--- src/rtl/snake_cmd_scheduler_if.sv ---
// Handshake bundle between the key decoder / game engine and the snake command scheduler.
interface snake_cmd_scheduler_if #(
    parameter int FIFO_AW = 2
);
    logic               cmd_valid;
    logic [3:0]         cmd;
    logic               tick;
    logic               collision;
    logic               step;
    logic [1:0]         dir;
    logic               restart;
    logic [1:0]         state;
    logic [FIFO_AW:0]   fifo_count;
    logic               overflow;

    modport master (
        output cmd_valid, cmd, tick, collision,
        input  step, dir, restart, state, fifo_count, overflow
    );

    modport slave (
        input  cmd_valid, cmd, tick, collision,
        output step, dir, restart, state, fifo_count, overflow
    );
endinterface

--- src/rtl/snake_cmd_scheduler.sv ---
// Queues direction keys, releases at most one per game tick, and runs the
// IDLE/RUN/PAUSED/OVER control FSM that drives the engine step/restart strobes.
module snake_cmd_scheduler #(
    parameter int         FIFO_DEPTH = 4,
    parameter int         FIFO_AW    = 2,
    parameter logic [1:0] INIT_DIR   = 2'd3
) (
    input  logic                 clock,
    input  logic                 reset,
    snake_cmd_scheduler_if.slave bus
);
    typedef enum logic [1:0] {IDLE = 2'd0, RUN = 2'd1, PAUSED = 2'd2, OVER = 2'd3} state_t;

    state_t             st;
    logic [1:0]         dir_q;
    logic               step_q, restart_q, ovf_q;
    logic [1:0]         mem [FIFO_DEPTH];
    logic [FIFO_AW-1:0] rd_ptr, wr_ptr, tail_ptr;
    logic [FIFO_AW:0]   cnt;

    logic       is_dir, is_start, is_pause, is_stop;
    logic       q_open, q_empty, q_full, dup, legal;
    logic       do_push, do_ovf, do_tick, do_pop, do_restart, flush;
    logic [3:0] cmd_m1;
    logic [1:0] new_dir, head, tail;

    assign is_dir   = bus.cmd_valid && (bus.cmd >= 4'd1) && (bus.cmd <= 4'd4);
    assign is_start = bus.cmd_valid && (bus.cmd == 4'd5);
    assign is_pause = bus.cmd_valid && (bus.cmd == 4'd6);
    assign is_stop  = bus.cmd_valid && (bus.cmd == 4'd7);
    assign cmd_m1   = bus.cmd - 4'd1;
    assign new_dir  = cmd_m1[1:0];

    assign tail_ptr = wr_ptr - FIFO_AW'(1);
    assign head     = mem[rd_ptr];
    assign tail     = mem[tail_ptr];
    assign q_empty  = (cnt == '0);
    assign q_full   = (cnt == (FIFO_AW+1)'(FIFO_DEPTH));
    assign q_open   = (st == RUN) || (st == PAUSED);

    // Dedupe against the tail is checked before fullness, so a repeated key never flags overflow.
    assign dup      = !q_empty && (tail == new_dir);
    assign do_push  = is_dir && q_open && !dup && !q_full;
    assign do_ovf   = is_dir && q_open && !dup && q_full;

    assign do_tick    = bus.tick && (st == RUN) && !bus.collision && !is_stop;
    assign do_pop     = do_tick && !q_empty;
    assign legal      = (head != dir_q) && (head != (dir_q ^ 2'd1));
    assign do_restart = is_start && ((st == IDLE) || (st == OVER));
    assign flush      = is_stop || do_restart;

    always_ff @(posedge clock or posedge reset) begin
        if (reset) begin
            st        <= IDLE;
            dir_q     <= INIT_DIR;
            step_q    <= 1'b0;
            restart_q <= 1'b0;
            ovf_q     <= 1'b0;
            rd_ptr    <= '0;
            wr_ptr    <= '0;
            cnt       <= '0;
            for (int i = 0; i < FIFO_DEPTH; i++) mem[i] <= '0;
        end else begin
            step_q    <= do_tick;
            restart_q <= do_restart;

            if (flush) begin
                rd_ptr <= '0;
                wr_ptr <= '0;
                cnt    <= '0;
                dir_q  <= INIT_DIR;
                ovf_q  <= 1'b0;
            end else begin
                if (do_push) begin
                    mem[wr_ptr] <= new_dir;
                    wr_ptr      <= wr_ptr + FIFO_AW'(1);
                end
                // Popped head is consumed even when it is a repeat or a reversal.
                if (do_pop) begin
                    rd_ptr <= rd_ptr + FIFO_AW'(1);
                    if (legal) dir_q <= head;
                end
                if (do_ovf) ovf_q <= 1'b1;
                cnt <= cnt + (FIFO_AW+1)'(do_push) - (FIFO_AW+1)'(do_pop);
            end

            if (is_stop) begin
                st <= IDLE;
            end else begin
                unique case (st)
                    IDLE:    if (is_start) st <= RUN;
                    RUN:     if (bus.collision) st <= OVER;
                             else if (is_pause) st <= PAUSED;
                    PAUSED:  if (is_pause || is_start) st <= RUN;
                    OVER:    if (is_start) st <= RUN;
                    default: st <= IDLE;
                endcase
            end
        end
    end

    assign bus.step       = step_q;
    assign bus.restart    = restart_q;
    assign bus.dir        = dir_q;
    assign bus.state      = st;
    assign bus.fifo_count = cnt;
    assign bus.overflow   = ovf_q;
endmodule
--- src/flat_wrapper.sv ---
// flat-port wrapper written by rule: the top's interface ports become plain ports
module snake_cmd_scheduler_flat 
#(
    parameter int         FIFO_DEPTH = 4,
    parameter int         FIFO_AW    = 2,
    parameter logic [1:0] INIT_DIR   = 2'd3
)
  (clock, reset, bus_cmd_valid, bus_cmd, bus_tick, bus_collision, bus_step, bus_dir, bus_restart, bus_state, bus_fifo_count, bus_overflow);
  snake_cmd_scheduler_if #(.FIFO_AW(FIFO_AW)) bus_i ();
  input  logic clock;
  input  logic reset;
  input wire logic [$bits(bus_i.cmd_valid)-1:0] bus_cmd_valid;
  input wire logic [$bits(bus_i.cmd)-1:0] bus_cmd;
  input wire logic [$bits(bus_i.tick)-1:0] bus_tick;
  input wire logic [$bits(bus_i.collision)-1:0] bus_collision;
  output wire logic [$bits(bus_i.step)-1:0] bus_step;
  output wire logic [$bits(bus_i.dir)-1:0] bus_dir;
  output wire logic [$bits(bus_i.restart)-1:0] bus_restart;
  output wire logic [$bits(bus_i.state)-1:0] bus_state;
  output wire logic [$bits(bus_i.fifo_count)-1:0] bus_fifo_count;
  output wire logic [$bits(bus_i.overflow)-1:0] bus_overflow;
  assign bus_i.cmd_valid = bus_cmd_valid;
  assign bus_i.cmd = bus_cmd;
  assign bus_i.tick = bus_tick;
  assign bus_i.collision = bus_collision;
  assign bus_step = bus_i.step;
  assign bus_dir = bus_i.dir;
  assign bus_restart = bus_i.restart;
  assign bus_state = bus_i.state;
  assign bus_fifo_count = bus_i.fifo_count;
  assign bus_overflow = bus_i.overflow;
  snake_cmd_scheduler #(.FIFO_DEPTH(FIFO_DEPTH), .FIFO_AW(FIFO_AW), .INIT_DIR(INIT_DIR)) u_core (.clock(clock), .reset(reset), .bus(bus_i));
endmodule
--- config.mk ---
export PLATFORM = sky130hd
export DESIGN_NAME = snake_cmd_scheduler_flat
export DESIGN_NICKNAME = d
export VERILOG_FILES = /design/src/rtl/snake_cmd_scheduler_if.sv /design/src/rtl/snake_cmd_scheduler.sv /design/src/flat_wrapper.sv
export SDC_FILE = /design/constraint.sdc
export NUM_CORES = 1
export LEC_CHECK = 0
export BUFFER_PORTS_ARGS = -buffer_cell sky130_fd_sc_hd__buf_2
export CAP_MARGIN = 5
export CORE_MARGIN = 4
export CORE_UTILIZATION = 45
export CTS_BUF_LIST = sky130_fd_sc_hd__clkbuf_4 sky130_fd_sc_hd__clkbuf_8
export CTS_CLUSTER_SIZE = 16
export DETAILED_ROUTE_END_ITERATION = 7
export PLACE_DENSITY = 0.76
export REMOVE_ABC_BUFFERS = 1
export SYNTH_ARGS = -nofsm -noshare
export SYNTH_HDL_FRONTEND = slang
export SYNTH_SLANG_ARGS = --single-unit
--- constraint.sdc ---
create_clock -name clock -period 3 [get_ports clock]
set_input_delay 0.45 -clock clock [delete_from_list [all_inputs] [get_ports clock]]
set_output_delay 0.45 -clock clock [all_outputs]
set_load 0.01 [all_outputs]
==> key figures <==
Run status
  • Run status: finished clean

CTS
  • TritonCTS clock tree: built
  • Post-CTS setup buffer count: 0
  • CTS hold repair buffers: 0
  • CTS max path bufs: 2
  • CTS H-tree lvls: 1
  • Clock Pin Slew Worst Setup and Hold Paths: 0.12 ns
  • TritonCTS Sinks: 22
  • Post-CTS Resized: 0
  • Root Buffer: clkbuf_4
  • Worst-Skew Late Latency: 0.31 ns
  • Num CTS Buffers: 3

GRT
  • Number of global-route vias before repair: 1111
  • Remaining global-route overflow: 0
  • First-pass GRT wire length: 5050 µm
  • Met2 Use GR: 0.284
  • M3 GR Usage: 0.0289
  • Most Crowded Layer GR: met2
  • GRT Util Overall: 0.153
  • Pin count of the biggest net entering global routing: 23
  • Grt met1 use: 0.170
  • Initial antenna violation count: 0

Synthesis
  • Flops & latches, synth: 22
  • Yosys top cell area share: 0.330
  • Yosys top cell by area: dfrtp_1
  • Synth unique cells: 32
  • Avg Synthesized Cell Area: 11.6 µm²
  • Post-Syn Area: 0.00152 mm²
  • Sequential area share after synthesis: 0.365
  • Post-Syn Instances: 131
  • Main area contributors after synthesis: dfrtp_1 (33%), ha_1 (12%), a2111oi_4 (7.3%), mux4_2 (5.9%), inv_1 (5.7%)
  • Yosys warns: 0

Power
  • Pleak: 0.000785 µW
  • Switching Power: 687 µW
  • Sequential share of power: 0.345
  • Peak VDD IR: 408 µV
  • Comb pwr share: 0.562
  • Sw frac: 0.434
  • Int Pwr: 898 µW
  • PwrDens: 920 mW/mm²
  • Clk pwr share: 0.093

Worst setup path
  • CP Launch Type: flop
  • Critical path type: flop to flop
  • Setup slack, reg-to-reg: 0.16 ns
  • Crit path required time: 3.21 ns
  • Worst-path fanout max: 4
  • Arrival time worst endpoint: 3.06 ns
  • CP endpoint kind: flop

Routing
  • Post-route ant nets: 0
  • Residual DRC count: 0
  • Per-cell routed wire length: 14.3 µm
  • Via Count: 1020
  • DRT Wirelength: 2850 µm
  • Initial drt markers: 49
  • Via density: 5.13
  • Number of iterations in the first detailed-routing pass: 4

Floorplan
  • Die X: 66.0 µm
  • Row count: 20
  • CORE AREA: 0.00313 mm²
  • Die height: 66.0 µm
  • I/O Pins: 19
  • Starting density of the core: 0.484
  • Die area: 0.00436 mm²

STA
  • RSZ-0062 raised after global routing: yes
  • Setup_tns: 0 ns
  • Final hold slack: 0.278 ns
  • Final setup margin: 0.156 ns
  • Max-slew violation count: 0
  • Slew @ Worst Pin: 0.825 ns
  • Post-route minimum period: 2.84 ns
  • FMAX: 352 MHz
  • Count of final setup violators: 0
  • Clock Skew: 0.0120 ns
  • Final hold violation count: 0
  • Worst slew margin: 0.449
  • Crit share post-route: 0.948

Placement
  • Placed Cells: 195
  • DPL Wire Length: 2340 µm
  • PortBufs: 18
  • DP Worst Slack: 0.0600 ns
  • GPL Wtd Cong: 0.820

Final layout
  • Antenna Cells: 0
  • Commonest non-fill, non-tap cell in the layout: inv_1
  • # fillers: 271
  • Area Overhead vs Synth: 13.8%
  • Final-stage net count: 180
  • Non-filler cells, final: 199
  • Share of post-route cells with drive strength above 1: 0.265
  • Most frequent cells in the layout: inv_1 (23), dfrtp_1 (20), buf_2 (18)

Flow run
  • Max Cap Viol: 0

Min path
  • Worst Hold Class: input pin to asynchronous set/reset pin
-- cell type report --
type / count / area, µm² / share of cell area
Tap cell: 44 / 55.1 / 0.0319
Inverter: 23 / 86.3 / 0.0501
Multi-Input combinational cell: 85 / 887 / 0.515
Clock buffer: 4 / 30.0 / 0.0174
Timing Repair Buffer: 21 / 113 / 0.0653
Sequential cell: 22 / 553 / 0.321
-- cells by family after synthesis --
| family | share of synthesized area |
|---|---|
| xor+xnor | 0.0710 |
| mux | 0.135 |
| buf+inv | 0.0595 |
| flops | 0.365 |
| compound gates | 0.128 |
| simple gates | 0.112 |
| fa+ha+maj | 0.129 |
-- metal layers --
layer	up-vias	routed length (µm)
met3	5	132
met1	504	1170
li1	493	-
met4	0	53
met2	18	1490
met5	-	0
-- worst max-delay path: stages, from the launching register on --
cell and delay [ns]:
dfrtp_1 0.42, inv_1 0.08, ha_1 0.34, mux4_2 0.37, xnor2_4 0.18, o31ai_4 0.32
inv_1 0.07, ha_1 0.20, fa_1 0.38, xnor2_1 0.19, xnor2_1 0.14, nor2_1 0.05
-- final timing paths --
| path | startpoint | end | cells past startpoint |
|---|---|---|---|
| max in group asynchronous | reset | u_core.bus.state[1] | 2 |
| worst max-delay path | u_core.wr_ptr[1] | u_core.bus.fifo_count[2] | 11 |
| min in group clock | bus_tick | u_core.bus.step | 2 |
| worst min-delay path | reset | u_core.mem[0] | 2 |
| worst min register to register | u_core.bus.dir[0] | u_core.bus.dir[0] | 2 |
| worst max register to register | u_core.wr_ptr[1] | u_core.bus.fifo_count[2] | 11 |
-- flip-flops by register name, summed over array words and instances (netlist names) --
name / count
u_core.bus.restart: 1
u_core.bus.overflow: 1
u_core.bus.step: 1
u_core.bus.fifo_count: 3
u_core.bus.dir: 2
u_core.bus.state: 2
u_core.mem: 8
u_core.rd_ptr: 2
u_core.wr_ptr: 2
-- Yosys cell counts, drive strengths merged --
| cell type | count |
|---|---|
| o31ai | 1 |
| o32ai | 1 |
| dfrtp | 20 |
| a311oi | 1 |
| and3 | 1 |
| xnor2 | 6 |
| mux4 | 4 |
| clkbuf | 1 |
| or2 | 1 |
| or3b | 2 |
| o2111ai | 1 |
| nand4b | 1 |
| dfstp | 2 |
| a21oi | 4 |
| ha | 14 |
| fa | 1 |
| inv | 23 |
| mux2i | 7 |
| mux2 | 4 |
| xor2 | 2 |
| o2111a | 1 |
| nand3b | 1 |
| o21ai | 1 |
| nor3 | 2 |
| nand2 | 5 |
| nor3b | 1 |
| nor2b | 5 |
| nor2 | 13 |
| a2111oi | 5 |
-- power groups by stage --
| stage | registers [µW] | logic [µW] | clock network, µW |
|---|---|---|---|
| floorplan | 556 | 665 | 0 |
| global placement | 539 | 848 | 0 |
| CTS | 547 | 889 | 155 |
| global route | 569 | 996 | 171 |
| detailed placement | 553 | 884 | 0 |
| finish | 547 | 892 | 147 |
-- per-stage QoR --
stage / area (µm²) / total power [µW] / util
floorplan: 1510 / 1220 / -
global placement: 1680 / 1390 / 0.537
detailed placement: 1680 / 1440 / 0.537
CTS: 1710 / 1590 / 0.546
global route: 1720 / 1740 / 0.551
finish: 1720 / 1590 / 0.551
Power figures use the tool's default switching activity.
